==> src/rtl/banked_dp_pkg.sv <==
// Shared constants and width helpers for the banked dual-port scheduler.
package banked_dp_pkg;
    localparam int RD_PIPE_DEPTH  = 2;
    localparam int CONFLICT_CNT_W = 16;

    function automatic int bank_sel_w(input int num_banks);
        return $clog2(num_banks);
    endfunction

    function automatic int bank_addr_w(input int num_banks, input int mem_depth);
        return $clog2(num_banks * mem_depth) - $clog2(num_banks);
    endfunction
endpackage

==> src/rtl/bank_port_stage.sv <==
// One port's bank decode, registered bank request and two-stage read-return pipeline.
module bank_port_stage
    import banked_dp_pkg::*;
#(
    parameter int NUM_BANKS  = 4,
    parameter int BANK_SEL_W = 2,
    parameter int ADDR_WIDTH = 8,
    parameter int DATA_WIDTH = 8
) (
    input  logic                            i_clk,
    input  logic                            i_rst,
    input  logic                            i_accept,
    input  logic                            i_we,
    input  logic [ADDR_WIDTH-1:0]           i_addr,
    input  logic [DATA_WIDTH-1:0]           i_data,
    input  logic [NUM_BANKS*DATA_WIDTH-1:0] i_bank_rdata,
    output logic [BANK_SEL_W-1:0]           o_bank_sel,
    output logic [NUM_BANKS-1:0]            o_bank_en,
    output logic                            o_bank_we,
    output logic [ADDR_WIDTH-BANK_SEL_W-1:0] o_bank_addr,
    output logic [DATA_WIDTH-1:0]           o_bank_data,
    output logic [DATA_WIDTH-1:0]           o_rdata,
    output logic                            o_rvalid
);
    localparam int WORD_W = ADDR_WIDTH - BANK_SEL_W;

    logic [RD_PIPE_DEPTH-1:0]                 rd_vld;
    logic [RD_PIPE_DEPTH-1:0][BANK_SEL_W-1:0] rd_bank;
    logic [BANK_SEL_W-1:0]                    ret_bank;
    logic [DATA_WIDTH-1:0]                    rdata_mux;

    assign o_bank_sel = i_addr[ADDR_WIDTH-1 -: BANK_SEL_W];

    always_ff @(posedge i_clk) begin
        if (i_rst) begin
            o_bank_en   <= '0;
            o_bank_we   <= 1'b0;
            o_bank_addr <= '0;
            o_bank_data <= '0;
            rd_vld      <= '0;
            rd_bank     <= '0;
        end else begin
            o_bank_en <= i_accept ? ({{(NUM_BANKS-1){1'b0}}, 1'b1} << o_bank_sel) : '0;
            // Request fields only move on an accepted cycle; the strobe alone marks validity.
            if (i_accept) begin
                o_bank_we   <= i_we;
                o_bank_addr <= i_addr[WORD_W-1:0];
                o_bank_data <= i_data;
            end
            rd_vld  <= {rd_vld[RD_PIPE_DEPTH-2:0], i_accept & ~i_we};
            rd_bank <= {rd_bank[RD_PIPE_DEPTH-2:0], o_bank_sel};
        end
    end

    assign ret_bank = rd_bank[RD_PIPE_DEPTH-1];
    assign o_rvalid = rd_vld[RD_PIPE_DEPTH-1];

    always_comb begin
        rdata_mux = '0;
        for (int k = 0; k < NUM_BANKS; k++) begin
            if (ret_bank == BANK_SEL_W'(k)) begin
                rdata_mux = i_bank_rdata[k*DATA_WIDTH +: DATA_WIDTH];
            end
        end
    end

    assign o_rdata = o_rvalid ? rdata_mux : '0;
endmodule

==> src/rtl/banked_dp_scheduler.sv <==
// Routes two request ports onto NUM_BANKS single-port banks with round-robin collision arbitration.
// Optional BANK_CONFLICT_STATS_EN adds a saturating conflict counter and per-port stall flags.
module banked_dp_scheduler
    import banked_dp_pkg::*;
#(
    parameter int MEM_DEPTH  = 64,
    parameter int NUM_BANKS  = 4,
    parameter int BANK_SEL_W = bank_sel_w(NUM_BANKS),
    parameter int ADDR_WIDTH = BANK_SEL_W + bank_addr_w(NUM_BANKS, MEM_DEPTH),
    parameter int DATA_WIDTH = 8
) (
    input  logic                             i_clk,
    input  logic                             i_rst,
    input  logic                             i_ena,
    input  logic                             i_enb,
    input  logic                             i_wea,
    input  logic                             i_web,
    input  logic [ADDR_WIDTH-1:0]            i_addra,
    input  logic [ADDR_WIDTH-1:0]            i_addrb,
    input  logic [DATA_WIDTH-1:0]            i_data_a,
    input  logic [DATA_WIDTH-1:0]            i_data_b,
    output logic                             o_rdy_a,
    output logic                             o_rdy_b,
    output logic [NUM_BANKS-1:0]             o_bank_en_a,
    output logic [NUM_BANKS-1:0]             o_bank_en_b,
    output logic                             o_bank_we_a,
    output logic                             o_bank_we_b,
    output logic [ADDR_WIDTH-BANK_SEL_W-1:0] o_bank_addr_a,
    output logic [ADDR_WIDTH-BANK_SEL_W-1:0] o_bank_addr_b,
    output logic [DATA_WIDTH-1:0]            o_bank_data_a,
    output logic [DATA_WIDTH-1:0]            o_bank_data_b,
    input  logic [NUM_BANKS*DATA_WIDTH-1:0]  i_bank_rdata_a,
    input  logic [NUM_BANKS*DATA_WIDTH-1:0]  i_bank_rdata_b,
    output logic [DATA_WIDTH-1:0]            o_rdata_a,
    output logic [DATA_WIDTH-1:0]            o_rdata_b,
    output logic                             o_rvalid_a,
    output logic                             o_rvalid_b
`ifdef BANK_CONFLICT_STATS_EN
    ,
    output logic [CONFLICT_CNT_W-1:0]        o_conflict_cnt,
    output logic                             o_stall_a,
    output logic                             o_stall_b
`endif
);
    logic [BANK_SEL_W-1:0] sel_a, sel_b;
    logic                  conflict, prio, accept_a, accept_b;

    assign conflict = i_ena & i_enb & (sel_a == sel_b);
    assign o_rdy_a  = ~conflict | ~prio;
    assign o_rdy_b  = ~conflict | prio;
    assign accept_a = i_ena & o_rdy_a;
    assign accept_b = i_enb & o_rdy_b;

    // Each collision hands priority to the loser, so a standing collision alternates winners.
    always_ff @(posedge i_clk) begin
        if (i_rst) begin
            prio <= 1'b0;
        end else if (conflict) begin
            prio <= ~prio;
        end
    end

    bank_port_stage #(
        .NUM_BANKS (NUM_BANKS),
        .BANK_SEL_W(BANK_SEL_W),
        .ADDR_WIDTH(ADDR_WIDTH),
        .DATA_WIDTH(DATA_WIDTH)
    ) u_port_a (
        .i_clk       (i_clk),
        .i_rst       (i_rst),
        .i_accept    (accept_a),
        .i_we        (i_wea),
        .i_addr      (i_addra),
        .i_data      (i_data_a),
        .i_bank_rdata(i_bank_rdata_a),
        .o_bank_sel  (sel_a),
        .o_bank_en   (o_bank_en_a),
        .o_bank_we   (o_bank_we_a),
        .o_bank_addr (o_bank_addr_a),
        .o_bank_data (o_bank_data_a),
        .o_rdata     (o_rdata_a),
        .o_rvalid    (o_rvalid_a)
    );

    bank_port_stage #(
        .NUM_BANKS (NUM_BANKS),
        .BANK_SEL_W(BANK_SEL_W),
        .ADDR_WIDTH(ADDR_WIDTH),
        .DATA_WIDTH(DATA_WIDTH)
    ) u_port_b (
        .i_clk       (i_clk),
        .i_rst       (i_rst),
        .i_accept    (accept_b),
        .i_we        (i_web),
        .i_addr      (i_addrb),
        .i_data      (i_data_b),
        .i_bank_rdata(i_bank_rdata_b),
        .o_bank_sel  (sel_b),
        .o_bank_en   (o_bank_en_b),
        .o_bank_we   (o_bank_we_b),
        .o_bank_addr (o_bank_addr_b),
        .o_bank_data (o_bank_data_b),
        .o_rdata     (o_rdata_b),
        .o_rvalid    (o_rvalid_b)
    );

`ifdef BANK_CONFLICT_STATS_EN
    always_ff @(posedge i_clk) begin
        if (i_rst) begin
            o_conflict_cnt <= '0;
        end else if (conflict && (o_conflict_cnt != '1)) begin
            o_conflict_cnt <= o_conflict_cnt + CONFLICT_CNT_W'(1);
        end
    end

    assign o_stall_a = i_ena & ~o_rdy_a;
    assign o_stall_b = i_enb & ~o_rdy_b;
`endif
endmodule

==> config.mk <==
export PLATFORM = sky130hd
export DESIGN_NAME = banked_dp_scheduler
export DESIGN_NICKNAME = d
export VERILOG_FILES = /design/src/rtl/banked_dp_pkg.sv /design/src/rtl/bank_port_stage.sv /design/src/rtl/banked_dp_scheduler.sv
export SDC_FILE = /design/constraint.sdc
export NUM_CORES = 1
export LEC_CHECK = 0
export BUFFER_PORTS_ARGS = -buffer_cell sky130_fd_sc_hd__clkbuf_2
export CORE_ASPECT_RATIO = 0.8
export CORE_UTILIZATION = 38
export CTS_CLUSTER_DIAMETER = 50
export DETAILED_ROUTE_END_ITERATION = 10
export PLACE_DENSITY_LB_ADDON = 0.08
export SLEW_MARGIN = 20
export SYNTH_ARGS = -nofsm -noshare
export SYNTH_HDL_FRONTEND = slang
export SYNTH_SLANG_ARGS = --single-unit
==> constraint.sdc <==
create_clock -name i_clk -period 1.6 [get_ports i_clk]
set_input_delay 0.32 -clock i_clk [delete_from_list [all_inputs] [get_ports i_clk]]
set_output_delay 0.32 -clock i_clk [all_outputs]
set_load 0.005 [all_outputs]
# ---- After elaboration in Yosys (flattened, before gate mapping)
# Cells that the tools add are included.
dict set report totals {
  register_bits 51
  inputBits 102
  output_inout_bits 58
}
dict set report op_classes {
  n_eq_ne 7
  shift 2
  n_mux 10
  bitwise_logic 14
  reduce_logical 4
}
# op n
set ops {}
lappend ops {{two-way mux 8 bit} 10}
lappend ops {{equality test 2 bit (second input constant)} 4}
lappend ops {{<< shifter 1 x 2 -> 4 bit (first input constant)} 2}
lappend ops {{AND 1 bit} 6}
lappend ops {{NOT 1 bit} 6}
lappend ops {{equality test 2 x 1 -> 1 bit (second input constant)} 2}
lappend ops {{zero test 2 bit} 2}
lappend ops {{OR reduction 2 bit} 2}
lappend ops {{equality test 2 bit} 1}
lappend ops {{bitwise OR 1 bit} 2}

# ---- Depth between registers and ports, before layout
dict set report depth {
  ltp_word 7
  mapped_depth 5
  depth_no_buf 3
}

# ---- Modules after synthesis
# A second synthesis with hierarchy kept.
dict set report hier_totals {
  hier_cells 211
  area_unflattened_um2 2249.7
}
# module instances cells_per_inst area_per_inst_um2 seq_area_each_um2
set modules_own_cells {}
lappend modules_own_cells {bank_port_stage 2 100 1076.0 500.5}
lappend modules_own_cells {banked_dp_scheduler 1 11 97.6 20.0}

# ---- Least setup slack after synthesis
# No wires, ideal clock.
dict set report synth_timing {
  kind {register -> output}
  startpoint {reg u_port_b.rd_bank (netlist bit u_port_b.ret_bank[1])}
  endpoint {out o_rdata_b[2]}
  arrival_time_ns 1.266
  slack_ns 0.014
  path_stages_with_launch 4
  path_buffers 1
  path_cell_list {dfxtp_1 -> clkbuf_1 -> mux4_2 -> and2_1}
}
dict set report synth_via {
  elab_chain_cells 6
}
# item line_no
set synth_lines {}
lappend synth_lines {{from (decl)} bank_port_stage.sv:28} ;# logic [RD_PIPE_DEPTH-1:0][BANK_SEL_W-1:0] rd_bank;
lappend synth_lines {{from (signal assigned)} bank_port_stage.sv:51} ;# rd_bank <= {rd_bank[RD_PIPE_DEPTH-2:0], o_bank_sel};
lappend synth_lines {{zero test 2 bit} bank_port_stage.sv:61} ;# if (ret_bank == BANK_SEL_W'(k)) begin
lappend synth_lines {{two-way mux 8 bit (3 in a row)} bank_port_stage.sv:61}
lappend synth_lines {{two-way mux 8 bit (*)} bank_port_stage.sv:61}
lappend synth_lines {{two-way mux 8 bit (*)} bank_port_stage.sv:67} ;# assign o_rdata = o_rvalid ? rdata_mux : '0;
lappend synth_lines {{to (decl)} banked_dp_scheduler.sv:35} ;# output logic [DATA_WIDTH-1:0] o_rdata_b,
# Every way passes the cells marked *; elsewhere a longest branch is shown, timed or not.

# ---- Worst setup path in the final report
dict set report layout_timing {
  startpoint {reg u_port_b.rd_bank (netlist bit u_port_b.ret_bank[0])}
  endpoint {out o_rdata_b[1]}
}
# The elaborated chain is that of the path after synthesis.

==> flow_metrics.py <==
metrics = {
    "run_status": {
        "outcome": "finished with violations",
        "violations": "setup timing",
    },
    "final_layout": {
        "syn2layout_area_growth_pct": 44.66,
        "final_cell_mix": "clkbuf_2, nand2b_1, dfxtp_1",
        "fillers": 534,
        "nets": 489,
        "layout_commonest_cell": "clkbuf_2",
        "drive_above_1_share_pct": 55.15,
        "antennaDiodeCount": 0,
    },
    "run": {
        "drv_cap": 0,
    },
    "hold_path": {
        "hold_depth": 2,
        "hold_end": "u_port_a.rd_vld[0]$_SDFF_PP0_",
        "hold_path_class": "in2reg",
        "holdCritStartpoint": "i_wea",
    },
    "synth": {
        "seq_area_frac_synth_pct": 41.09,
        "synth_compound_area_share_pct": 2.014,
        "avgSynthCellArea_um2": 11.24,
        "yosys.area_share.adder_pct": 0,
        "netlist_instances": 221,
        "synth_fp_nets": 323,
        "yosysUniqueCellTypes": 24,
        "synth_top_family_by_area": "multiplexers",
        "muxShareOfSynthArea_pct": 26.59,
        "synth_seq_cells": 51,
        "synth_area_mm2": 0.002485,
        "synthXorXnorAreaFrac_pct": 0.7049,
        "synthSimpleGateAreaFrac_pct": 25.73,
        "yosys_warnings": 0,
    },
    "timing": {
        "hold_viol_final": 0,
        "relSlewSlack_pct": 61.33,
        "rsz0062_at_grt": "yes",
        "fin_crit_sh_pct": 117.0,
        "fin_crit_ps": 1872,
        "drv_slew": 0,
        "tightest_slew_ps": 578.1,
        "clock_skew_ps": 7.491,
        "setup_viol": 17,
        "fin_ws_ps": -272.3,
        "setup-tns-final_ps": -3936,
        "fmax_mhz": 534.1,
    },
    "power_and_ir_drop": {
        "switching_power_w": 0.0006659,
        "netSwitchingFraction_pct": 25.28,
        "pwr-share-seq_pct": 52.2,
        "pwr_density_cell_mw_per_mm2": 732.7,
        "power_leakage_nw": 1.761,
        "p_int_w": 0.001968,
        "power.clock.fraction_pct": 27.8,
        "comb_power_share_pct": 20.0,
        "peakVddDrop_uv": 377.2,
    },
    "worst_setup_path": {
        "critPathMaxFanout": 8,
        "cp.required_ps": 1280,
        "end_kind": "primary output",
        "worst_r2r_path_depth": 4,
        "crit_type": "reg2out",
        "critPathLaunchType": "register",
        "regToRegSetupSlack_ps": 170,
        "max_stage_delay_ps": 500,
        "crit_slowest_cell": "mux4_2",
        "cp_cell_sequence": "buf_12 -> mux4_2 -> and2_4 -> clkbuf_2",
        "crit_arrival_ps": 1550,
        "startpoint": "u_port_b.ret_bank[0]$_SDFF_PP0_",
        "reg2reg_from": "prio$_SDFFE_PP0N_",
        "r2r_end": "u_port_b.o_bank_addr[0]$_SDFFE_PP0P_",
    },
    "clock_tree": {
        "clk_latency_ps": 300,
        "h-tree-depth": 2,
        "clock_sinks": 51,
        "clk_root_buffer_cell": "clkbuf_8",
        "clock_path_buffers": 2,
        "path_clk_slew_ps": 100,
        "numCtsBuffers": 5,
        "cts_tree": "yes",
    },
    "place": {
        "io_buffers": 159,
        "hpwl_um": 5118,
        "post-place-ws_ps": -24.77,
        "gp_congestion": 0.7724,
    },
    "route": {
        "initialDrtViolationCount": 65,
        "dr.pass1.iters": 4,
        "drc": 0,
        "vias": 2186,
        "drt-total-wl_um": 6545,
        "ant_nets": 0,
        "vias_per_cell": 4.661,
        "wire_per_inst_um": 13.96,
    },
    "floorplanning": {
        "io_pins": 160,
        "floorplan.initialDensity_pct": 40.74,
        "num_rows": 25,
        "die_x_um": 92.41,
        "coreArea_mm2": 0.006100,
        "die_area_mm2": 0.006868,
        "die_h_um": 74.33,
    },
    "global_route": {
        "grt_overflow": 0,
        "grt_pass1_wl_um": 10020,
        "grt_pass1_vias": 2087,
        "antenna_found_initial": 0,
        "grtUsageTotal_pct": 18.68,
        "grt_max_degree": 78,
    },
}
[layer usage]
layer | GRT usage [%] | up-vias | routed length [um]
li1 | - | 1087 | -
met1 | 24.46 | 1003 | 2966
met2 | 31.44 | 92 | 3062
met3 | 4.806 | 4 | 474
met4 | 4.167 | 0 | 41
met5 | 0 | - | 0
[worst max-delay path, delay by kind of cell, from the launching register on]
kind	cells	cell delay, ps
buffers and inverters	2	240
and+or+nand+nor	1	170
DFF	1	350
muxes	1	500
[sequential cells by signal, indices dropped and copies added (netlist names), 4 cells and up]
| register | count |
|---|---|
| u_port_b.o_bank_addr | 6 |
| u_port_b.o_bank_en | 4 |
| u_port_a.o_bank_en | 4 |
| u_port_a.o_bank_addr | 6 |
| u_port_a.o_bank_data | 8 |
| u_port_b.o_bank_data | 8 |
[cells by family after synthesis]
kind of cell | after synthesis
muxes | 46
AOI/OAI and AO/OA | 5
and+or+nand+nor | 101
xor gates and xnor gates | 2
DFF | 51
buffers and inverters | 16
[what timing repair did]
item | in CTS | in global routing
endpoints found under the setup margin | 17 | 18
pin swaps | 3 | 2
hold buffers | 0 | 0
gates resized for setup | 11 | 4
setup buffers | 3 | 0
[worst max-delay path by stage]
stage	slack, ps	to
2_1_floorplan	10	o_rdata_b[2]
3_3_place_gp	-10	o_rdy_b
3_5_place_dp	-20	o_rdy_b
4_1_cts	-280	o_rdata_b[0]
5_1_grt	-340	o_rdata_b[1]
6_report	-270	o_rdata_b[1]
[area by class of cell]
type	instances	area, um^2	area share (%)
multi-input combinational	154	1401	38.98
sequential	51	1026	28.54
timing repair buffer	175	978.4	27.22
tap	81	101.3	2.819
clock buffer	5	68.82	1.914
clock inverter	3	18.77	0.5221
[synth_stat cells]
cell | number | share of area [%]
buf_6 | 3 | 1.4
and3_1 | 2 | 0.50
nand2_1 | 3 | 0.45
buf_2 | 2 | 0.40
xor2_1 | 2 | 0.71
o31ai_1 | 2 | 0.60
dfxtp_1 | 51 | 41
mux4_2 | 16 | 15
and4bb_1 | 1 | 0.50
and2_1 | 16 | 4.0
mux2i_1 | 30 | 12
o41a_4 | 1 | 0.86
nor3b_1 | 2 | 0.60
nor3_1 | 2 | 0.40
nor4_1 | 1 | 0.25
clkbuf_1 | 10 | 1.5
buf_8 | 1 | 0.60
a21oi_1 | 1 | 0.20
o31a_1 | 1 | 0.35
or4_1 | 1 | 0.30
nor4b_1 | 2 | 0.71
nand2b_1 | 60 | 15
and3b_1 | 1 | 0.35
nor2b_1 | 10 | 2.5
[power by group through the flow]
stage                     Sequential [W]  Clock (W)  Combinational, W
after detailed placement         0.00140          0          0.000509
final                            0.00138   0.000732          0.000526
after global placement           0.00140          0          0.000497
after global routing             0.00138   0.000826          0.000574
after floorplan                  0.00140          0          0.000249
after CTS                        0.00138   0.000762          0.000527
[per-stage QoR]
stage	area, um^2	std cells	util [%]	hold slack (ps)	total power (W)
2_1_floorplan	2485	221	-	395.8	0.001650
3_3_place_gp	3446	458	56.49	416.5	0.001900
3_5_place_dp	3446	458	56.49	421.2	0.001913
4_1_cts	3585	469	58.77	194.8	0.002665
5_1_grt	3595	469	58.93	186.4	0.002785
6_report	3595	469	58.93	204.4	0.002634
Note: power is estimated with default switching activity, not from simulation.
